## config.mk

```make
export PLATFORM = sky130hd
export DESIGN_NAME = call_stack_lifo
export DESIGN_NICKNAME = d
export VERILOG_FILES = /design/src/rtl/call_stack_lifo.sv
export SDC_FILE = /design/constraint.sdc
export NUM_CORES = 1
export LEC_CHECK = 0
export ABC_CLOCK_PERIOD_IN_PS = 5400
export CORE_MARGIN = 2
export CORE_UTILIZATION = 48
export CTS_BUF_LIST = sky130_fd_sc_hd__clkbuf_8
export CTS_CLUSTER_SIZE = 25
export DETAILED_ROUTE_END_ITERATION = 12
export GPL_TIMING_DRIVEN = 1
export PLACE_DENSITY = 0.68
export RECOVER_POWER = 50
export SLEW_MARGIN = 5
export SYNTH_ARGS = -nofsm -noshare
export SYNTH_HDL_FRONTEND = slang
export SYNTH_SLANG_ARGS = --single-unit
```

## constraint.sdc

```tcl
create_clock -name clock -period 5.4 [get_ports clock]
set_input_delay 1.08 -clock clock [delete_from_list [all_inputs] [get_ports clock]]
set_output_delay 1.08 -clock clock [all_outputs]
set_load 0.01 [all_outputs]
```

## src/rtl/call_stack_lifo.sv

```systemverilog
// Call-stack LIFO for the decoder: push/pop/replace, combinational top-of-stack, full/empty/count.
// Optional sticky overflow/underflow flags with err_clr when STACK_ERR_FLAGS_EN is defined.
module call_stack_lifo #(
  parameter int WIDTH  = 16,
  parameter int ADDR_W = 3
) (
  input  logic              clock,
  input  logic              reset,
  input  logic              pushEn,
  input  logic              popEn,
  input  logic [WIDTH-1:0]  data_in,
  output logic [WIDTH-1:0]  data_out,
  output logic              stackFull,
  output logic              stackEmpty,
`ifdef STACK_ERR_FLAGS_EN
  output logic              overflow,
  output logic              underflow,
  input  logic              err_clr,
`endif
  output logic [ADDR_W:0]   count
);

  localparam int DEPTH = 1 << ADDR_W;

  logic [WIDTH-1:0]  mem [DEPTH];
  logic [ADDR_W:0]   sp;
  logic [ADDR_W:0]   sp_dec;
  logic [ADDR_W-1:0] top_idx;
  logic [ADDR_W-1:0] wr_idx;
  logic              full;
  logic              empty;
  logic              do_push;
  logic              do_pop;
  logic              do_replace;

  assign full    = (sp == (ADDR_W+1)'(DEPTH));
  assign empty   = (sp == '0);
  assign sp_dec  = sp - 1'b1;
  assign top_idx = sp_dec[ADDR_W-1:0];

  // Push+pop on a non-empty stack overwrites the top; on an empty stack it is a plain push.
  assign do_replace = pushEn && popEn && !empty;
  assign do_push    = pushEn && !full && !do_replace;
  assign do_pop     = popEn && !pushEn && !empty;
  assign wr_idx     = do_replace ? top_idx : sp[ADDR_W-1:0];

  always_ff @(posedge clock or posedge reset) begin
    if (reset) begin
      sp <= '0;
    end else if (do_push) begin
      sp <= sp + 1'b1;
    end else if (do_pop) begin
      sp <= sp_dec;
    end
  end

  // Storage is deliberately left unreset; sp alone defines which entries are valid.
  always_ff @(posedge clock) begin
    if (do_push || do_replace) begin
      mem[wr_idx] <= data_in;
    end
  end

  assign data_out   = empty ? '0 : mem[top_idx];
  assign stackFull  = full;
  assign stackEmpty = empty;
  assign count      = sp;

`ifdef STACK_ERR_FLAGS_EN
  // A set condition on the same edge as err_clr takes priority.
  always_ff @(posedge clock or posedge reset) begin
    if (reset) begin
      overflow  <= 1'b0;
      underflow <= 1'b0;
    end else begin
      if (err_clr) begin
        overflow  <= 1'b0;
        underflow <= 1'b0;
      end
      if (pushEn && !popEn && full) begin
        overflow <= 1'b1;
      end
      if (popEn && !pushEn && empty) begin
        underflow <= 1'b1;
      end
    end
  end
`endif

endmodule

```

==> out/results.txt, run 1 <==
For the H-tree depth, the log shows 4. The run gives 0.7930 as the global placement routability congestion. The final hold violation count was 0. Counting flops with an async set or reset pin after synthesis yields a share of 3.030%. The worst setup path is of the flip-flop to output port kind. The gate count after technology mapping is 288.

The number of nets with antenna violations after detailed routing is 0. The synthesized netlist occupies a cell area of 5414 um^2. At the end of the flow, the number of nets in the layout was 367. The run gives 0.2896 mV as the maximum resistive drop on vdd. In this run the tightest slew margin relative to its limit is 33.09%. Timing would allow up to 233.7 MHz. The final layout contains routed wiring with a total length of 9757 um. The number of resized instances in the post-cts repair step came out at 0. The die is 110.2 um tall.

Dividing the synthesized area by the synthesized cell count gives 18.80 um^2. Summed over all failing endpoints, the final setup total negative slack is 0 ns. The via count is 2697. The critical path starts at count[1]$_DFFE_PP0P_. The detailed router put a total of 3960 um of wire on met1.

The post-route DRC violation count was 0. The library cell used most frequently in the layout, excluding fill and tap cells, is edfxtp_1. In this run, the combinational gates consume 42.6% of the power.

The sequential area share after synthesis was 72.84%. The number of global-route vias before repair was 2813; the number of setup violations in the final report was 0. The proportion of layout cells with a drive suffix above 1 was 24.86%.

The final cell utilization of the core is 58.87%. Detailed routing placed a total of 5078 um of wire on met2. The CTS sink count was 132. Time the worst path needs with I/O delays and setup: 4.278 ns. Of all cell types, the one taking the most synthesized area is edfxtp_1. The tools report the startpoint of the most critical hold path as count[0]$_DFFE_PP0P_. At the worst endpoint, the arrival time is 3.20 ns. The tool flagged a number of max-cap violations equal to 0. Counting flops and latches in the post-synthesis netlist gives 132. Entering global routing, the biggest net connects 39 pins.

In this run the horizontal extent of the chip is 110.2 um. The overall track demand over capacity in global routing came out at 17.98%. Setup repair after global routing left no endpoint under its margin.

Counting distinct cell types in the post-synthesis netlist gives 40. In the layout the commonest cells are edfxtp_1 (128), inv_1 (35), mux4_2 (32). Along the worst path, the maximum fanout reaches 16.

The setup check on the worst reg-to-reg path leaves a slack of 2.09 ns. Detailed placement finished with a half-perimeter wire length of 5990 um. The total overflow left after global routing is 0. The clock network latency to the later pin of the worst-skew pair came out at 0.43 ns. Cell at the root of the clock tree: clkbuf_8. The tools report the initial antenna violation count as 1. The detailed-route vias per instance is 5.405. The type of the most critical hold path was flip-flop to flip-flop.

The worst hold path was traced through 4 stages. The slew of the pin with the lowest slew margin was 1.003 ns; the number of nets produced by synthesis was 310. In the post-synthesis netlist, the biggest area contributors are edfxtp_1 (71%), mux4_2 (13%), inv_1 (2.4%).

The number of buffers on the longest clock path is 2, and the wire length of the first global-routing pass is 15140 um. The static leakage was 2.182 nW; the area share of the largest cell type after synthesis was 71.00%. Register clock-pin slew on the reported worst setup and hold paths: 0.08 ns. TritonCTS built the clock tree. Net switching is 32.58% of the power. Wire length on met3: 632 um. Yosys mapped a number of flops with a built-in enable equal to 128.

The most used flip-flop cell after synthesis is edfxtp_1. Number of warnings reported in the yosys synthesis log: 0. The flow ran to the end, and the final reports show no timing, DRC or antenna violations. The first-iteration detailed-routing DRC count was 149. The power density of the placed cells is 606.6 nW/um^2, and the number of rows in the core area is 38.

The worst register-to-register path begins at count[1]$_DFFE_PP0P_. The logs give 10940 um^2 for the area inside the core boundary and 12140 um^2 for the area of the die. STA puts the critical path data required time at 4.32 ns.

Kind of end point of the critical path: an output port. The count of buffers inserted at the top-level ports was 41. Sequential cells account for 35.3% of the total power. The cell count of the worst reg-to-reg path works out to 6.

The logs give 0 for the final-report max-slew violation count and 49.51% for the initial cell density of the core. The worst hold path endpoint was count[3]$_DFFE_PP0P_. The run gives 0 as the count of hold-fix buffers inserted at cts. The analysis attributes to net switching a power of 1.272 mW. The fraction of power consumed by the clock network was 22.1%. The filler cells instantiated in the layout total 835. Of the available clock period, the critical path in the final layout requires 79.22%.

The logs give 4 for the number of search-and-repair iterations in the first detailed-routing pass and 42 for the total I/O pin count. The worst setup path is launched from a flip-flop. Dividing the detail-routed wire length by the instance count gives 19.55 um.

For the internal portion of total power, the log shows 2.633 mW. The uppermost signal routing layer after detailed routing was met4. The tools report the critical register-to-register path endpoint as mem[0][8]$_DFFE_PP_. The count of buffers added by post-CTS timing repair for setup is 0, and the number of buffers created by CTS is 17. The run gives 0.01168 ns as the setup skew after layout. From synthesis to final layout, the design area changed by 18.90%.
[metrics by stage]
step	instance area, um^2	worst slack (ns)	total power, mW	instances	hold WS [ns]
final	6437	1.122	3.905	499	0.6713
after global routing	6437	0.8831	4.136	499	0.7281
after CTS	6440	1.021	3.978	498	0.6810
after detailed placement	6018	1.500	3.118	466	0.6623
after global placement	6018	1.578	3.087	466	0.6505
after floorplan	5414	2.105	2.468	288	0.6909
[worst max-delay path by stage]
stage                                      to  slack [ns]
after floorplan           mem[6][0]$_DFFE_PP_        2.11
after global placement           data_out[15]        1.58
after detailed placement         data_out[15]        1.50
after CTS                        data_out[15]        1.02
after global routing             data_out[15]        0.88
final                            data_out[15]        1.12
[state kept, by name, indices dropped and copies added (netlist names)]
| register | cells |
|---|---|
| count | 4 |
| mem | 128 |
[cell usage after synthesis (2+ instances only)]
library cell    n
o22ai_1        16
o21ai_1         7
a22o_1          2
inv_1          35
edfxtp_1      128
a22oi_2         2
nor2b_1         4
and2_1          2
buf_2           6
nor3_1          8
a21oi_2         2
nor2_1          2
ha_1            2
o21ai_0         2
buf_4           2
dfrtp_1         4
o21a_1          3
nand3_1         2
nand2_1         2
buf_6           5
mux4_2         32
nand4_1         2
[cell type report]
type	instances	area (um^2)	area share [%]
repair buffers	52	493.0	7.658
clock buffers	17	234.0	3.635
inverters	37	138.9	2.157
well taps	140	175.2	2.721
clock inverters	15	187.7	2.915
flip-flops and latches	132	3945	61.28
multi-input cells	105	1261	19.59
diodes	1	2.502	0.03887
[worst max-delay path, stage by stage, from the launching register on]
cell,delay [ns]
dfrtp_1,0.46
inv_1,0.13
ha_1,0.42
inv_1,0.16
a21oi_2,0.78
o22ai_1,0.26
clkdlybuf4s50_1,0.55
[routing by layer]
| metal | vias to the layer above | global-route usage [%] |
|---|---|---|
| met5 | - | 0 |
| met4 | 0 | 6.161 |
| met3 | 7 | 5.232 |
| met2 | 78 | 29.71 |
| met1 | 1355 | 22.94 |
| li1 | 1257 | - |
[power by group through the flow]
stage,Clock [mW],Sequential [mW],Combinational (mW)
finish,0.862,1.38,1.66
global route,0.923,1.39,1.82
CTS,0.879,1.38,1.72
detailed placement,0,1.40,1.72
global placement,0,1.39,1.69
floorplan,0,1.38,1.09
[logic make-up (layout without fill, tap and decap cells)]
| kind of cell | count (synthesis) | count (layout) | share of synthesized area [%] |
|---|---|---|---|
| AND/OR/NAND/NOR | 28 | 28 | 3.166 |
| XOR/XNOR | 3 | 3 | 0.6241 |
| adder cells (fa/ha/maj) | 3 | 3 | 0.6701 |
| buffers and inverters | 51 | 121 | 4.506 |
| AO/OA/AOI/OAI | 39 | 39 | 4.876 |
| other | 0 | 1 | 0 |
| flip-flops | 132 | 132 | 72.85 |
| multiplexers | 32 | 32 | 13.31 |
Note: power is estimated with default switching activity, not from simulation.
==> run 2, diff against run 1 <==
ABC_CLOCK_PERIOD_IN_PS = 3700   (was 5400)
PLACE_DENSITY = 0.7   (was 0.68)
clock period = 3.7 ns   (was 5.4 ns; I/O delays follow)
==> run 2 against run 1 <==
Net effect: first-iteration DRC count shrank 7.4%; sequential share of layout area down 0.27 points; worst hold slack got worse by 0.027 ns; combinational power up 54%; count of clock-buffer cells in the layout is the same; critical path depth is 1 higher; non-clock buffer count up 7; clock skew is 0.0035 ns lower; die area unchanged; final area grew 0.45%; register-to-register slack worse by 0.91 ns; critical endpoint is now data_out[4]; highest routed layer unchanged.
==> out/results.txt, run 2 (synthesized netlist as in run 1, its figures left out) <==
The fraction of power consumed by the clock network is 19.8% (was 22.1%). The final hold violation count was 0 (unchanged). The cell at the root of the clock tree was clkbuf_8 (unchanged).

The area used by sequential logic in the layout is 3945 um^2 (unchanged). The aggregate negative setup slack is 0 ns (unchanged). The die boundary width works out to 110.2 um (unchanged). The H-tree depth came out at 4 (unchanged).

The register clock-pin slew on the reported worst setup and hold paths was 0.07 ns (was 0.08 ns). The flip-flop count of the largest register after layout was 128 (unchanged). The detailed-route wire length was 9941 um (was 9757 um); the static leakage was 2.211 nW (was 2.182 nW).

The number of nets with antenna violations after detailed routing is 0 (unchanged). The via count was 2764 (was 2697). Initial antenna violation count: 0 (was 1). Gate family responsible for the most delay along the worst path: buffers and inverters (was compound AO/OA/AOI/OAI gates). The total I/O pin count came out at 42 (unchanged).

The logs give 817 (was 835) for the number of filler instances in the final layout and 0.7868 (was 0.7930) for the global placement routability congestion. The wire length of the first global-routing pass is 15320 um (was 15140 um). The tools report the number of search-and-repair iterations in the first detailed-routing pass as 4 (unchanged).

Slew of the pin with the lowest slew margin: 0.7599 ns (was 1.003 ns). The type of the most critical hold path is input pin to asynchronous set/reset pin (was flip-flop to flip-flop). The beginning of the worst register-to-register path was count[1]$_DFFE_PP0P_ (unchanged). The relative contribution of sequential cells to total power was 35.2% (was 35.3%); the count of hold-fix buffers inserted at cts was 0 (unchanged). The overflow left after global routing is 0 (unchanged), and the clock network latency to the later pin of the worst-skew pair is 0.43 ns (about the same). The flow ran to the end, and the final reports show no timing, DRC or antenna violations. For the count of inserted antenna diode cells, the log shows 0 (was 1).

The upper clock frequency limit is 286.9 MHz, and the area of placed instances is 6056 um^2 (was 6018 um^2). The share of total power in combinational logic is 45.0% (was 42.6%), and the area of the die is 12140 um^2 (unchanged). The worst path buffer plus inverter count works out to 4 (was 3).

The run gives 374 (was 367) as the number of nets at the end of the flow. Top library cells by usage in the layout, fill and taps aside: edfxtp_1 (128), inv_1 (37), mux4_2 (32) (was edfxtp_1 (128), inv_1 (35), mux4_2 (32)). The number of buffers on the longest clock path was 2 (unchanged); the power density of the placed cells was 874.6 nW/um^2 (was 606.6 nW/um^2).

The tools report the final-report max-slew violation count as 0 (unchanged). The largest fanout of any net on the critical path is 23 (was 16), and the largest net degree at the start of global routing is 39 (unchanged). The final design instance area without fill came out at 6466 um^2 (was 6437 um^2).

The most repeated library cell on the critical path was inv_1 (unchanged). The tools report the startpoint class of the critical path as a flip-flop (unchanged). The timing startpoint of the critical path is count[1]$_DFFE_PP0P_ (unchanged). The area growth from synthesis to final layout is 19.44% (was 18.90%), and the number of setup violations in the final report is 0 (unchanged). For the maximum resistive drop on vdd, the log shows 0.3736 mV (was 0.2896 mV).

The detailed-route wire length per cell works out to 19.69 um (was 19.55 um). The tools report the final-layout worst hold slack as 0.6448 ns (was 0.6713 ns). Register name with the most flops: mem (unchanged). The tools report the kind of end point of the critical path as an output port (unchanged). Setup repair after global routing left no endpoint under its margin.

Combined area of the multi-input logic cells: 1282 um^2 (was 1261 um^2). The setup skew after layout was 0.008169 ns (was 0.01168 ns). The switching power was 1.888 mW (was 1.272 mW); the worst path required time was 2.96 ns (was 4.32 ns). Y dimension of the die: 110.2 um (unchanged). The number of buffers created by CTS is 17 (unchanged), and the internal portion of total power is 3.768 mW (was 2.633 mW). Area inside the core boundary: 10940 um^2 (unchanged). The post-route DRC violation count came out at 0 (unchanged). TritonCTS built the clock tree. The post-detailed-placement half-perimeter wirelength is 5956 um (was 5990 um), and the worst endpoint data arrival time is 2.75 ns (was 3.20 ns). The initial cell density of the core was 49.51% (unchanged); the detailed-route vias per instance was 5.473 (was 5.405). The total power is 5.655 mW (was 3.905 mW). The count of buffers inserted at the top-level ports is 41 (unchanged), and the maximum single-stage delay on the critical path is 0.59 ns (was 0.78 ns). The run gives 49.34% (was 33.09%) as the normalized max-slew margin. Ordered cell list for the critical path: inv_1 > ha_2 > buf_4 > mux4_2 > inv_1 > o22ai_1 > clkdlybuf4s50_1 (was inv_1 > ha_1 > inv_1 > a21oi_2 > o22ai_1 > clkdlybuf4s50_1). The first-iteration detailed-routing DRC count was 138 (was 149); the net switching fraction of the power was 33.38% (was 32.58%). Number of maximum-capacitance violations: 0 (unchanged).

The number of global-route vias before repair is 2802 (was 2813). The most common cell after layout, fill and taps aside is edfxtp_1 (unchanged). The slowest cell on the critical path is clkdlybuf4s50_1 (was a21oi_2). The time the worst path needs with I/O delays and setup was 3.486 ns; the proportion of layout cells with a drive suffix above 1 was 26.30% (was 24.86%). The number of rows in the core area was 38 (unchanged); the final cell utilization of the core was 59.13% (was 58.87%). The tools report the overall track demand over capacity in global routing as 18.09% (was 17.98%).

Category of the critical setup timing path: flip-flop to output port (unchanged). Final period utilization: 94.22%. The CTS sink count was 132 (unchanged).
-- run 2: cell count changes in the layout (fill, tap and decap cells not counted), sizes merged --
| cell | change |
|---|---|
| buf | +5 |
| bufinv | -2 |
| clkbuf | +2 |
| clkdlybuf4s50 | +1 |
| clkinvlp | -1 |
| diode | -1 |
| dlygate4sd3 | -1 |
| inv | +3 |
-- run 2: per-layer routing --
metal	global-route usage, %	wire (um)	up-vias
met5	0	0	-
met4	8.482	168	0
met3	4.292	693	13
met2	29.10	5008	93
met1	23.48	4070	1393
li1	-	-	1265
-- run 2: final cells by class --
class,instances,share of cell area [%]
Tap cell,140,2.709
Multi-Input combinational cell,105,19.83
Sequential cell,132,61.01
Clock buffer,17,3.618
Inverter,37,2.148
Clock inverter,15,2.167
Timing Repair Buffer,59,8.514
-- run 2: repair_timing --
action                                  in CTS  in global routing
pin swaps                                    1                  0
endpoints found under the setup margin      16                  5
setup buffers                                2                  0
resized for setup                            2                  1
gates cloned                                 0                  0
-- run 2: power groups by stage --
stage	Combinational [mW]	Sequential (mW)	Clock, mW
5_1_grt	2.79	2.01	1.20
3_5_place_dp	2.55	2.02	0
2_1_floorplan	1.59	2.01	0
6_report	2.55	1.99	1.12
3_3_place_gp	2.51	2.01	0
4_1_cts	2.62	1.99	1.15
-- run 2: metrics by stage --
stage	instances	setup slack, ns
global placement	471	0.3117
detailed placement	471	0.1968
floorplan	288	0.4401
finish	505	0.2139
global route	505	0.03135
CTS	505	0.1065
-- run 2: worst paths after layout --
kind                                        endpoint  slack, ns  cells past startpoint
worst max register to register  mem[7][12]$_DFFE_PP_       1.18                      7
max in group asynchronous       count[0]$_DFFE_PP0P_       2.88                      2
worst min-delay path            count[2]$_DFFE_PP0P_       0.64                      2
worst min register to register  count[3]$_DFFE_PP0P_       0.69                      4
min in group clock              count[3]$_DFFE_PP0P_       0.69                      4
worst max-delay path                     data_out[4]       0.21                      7
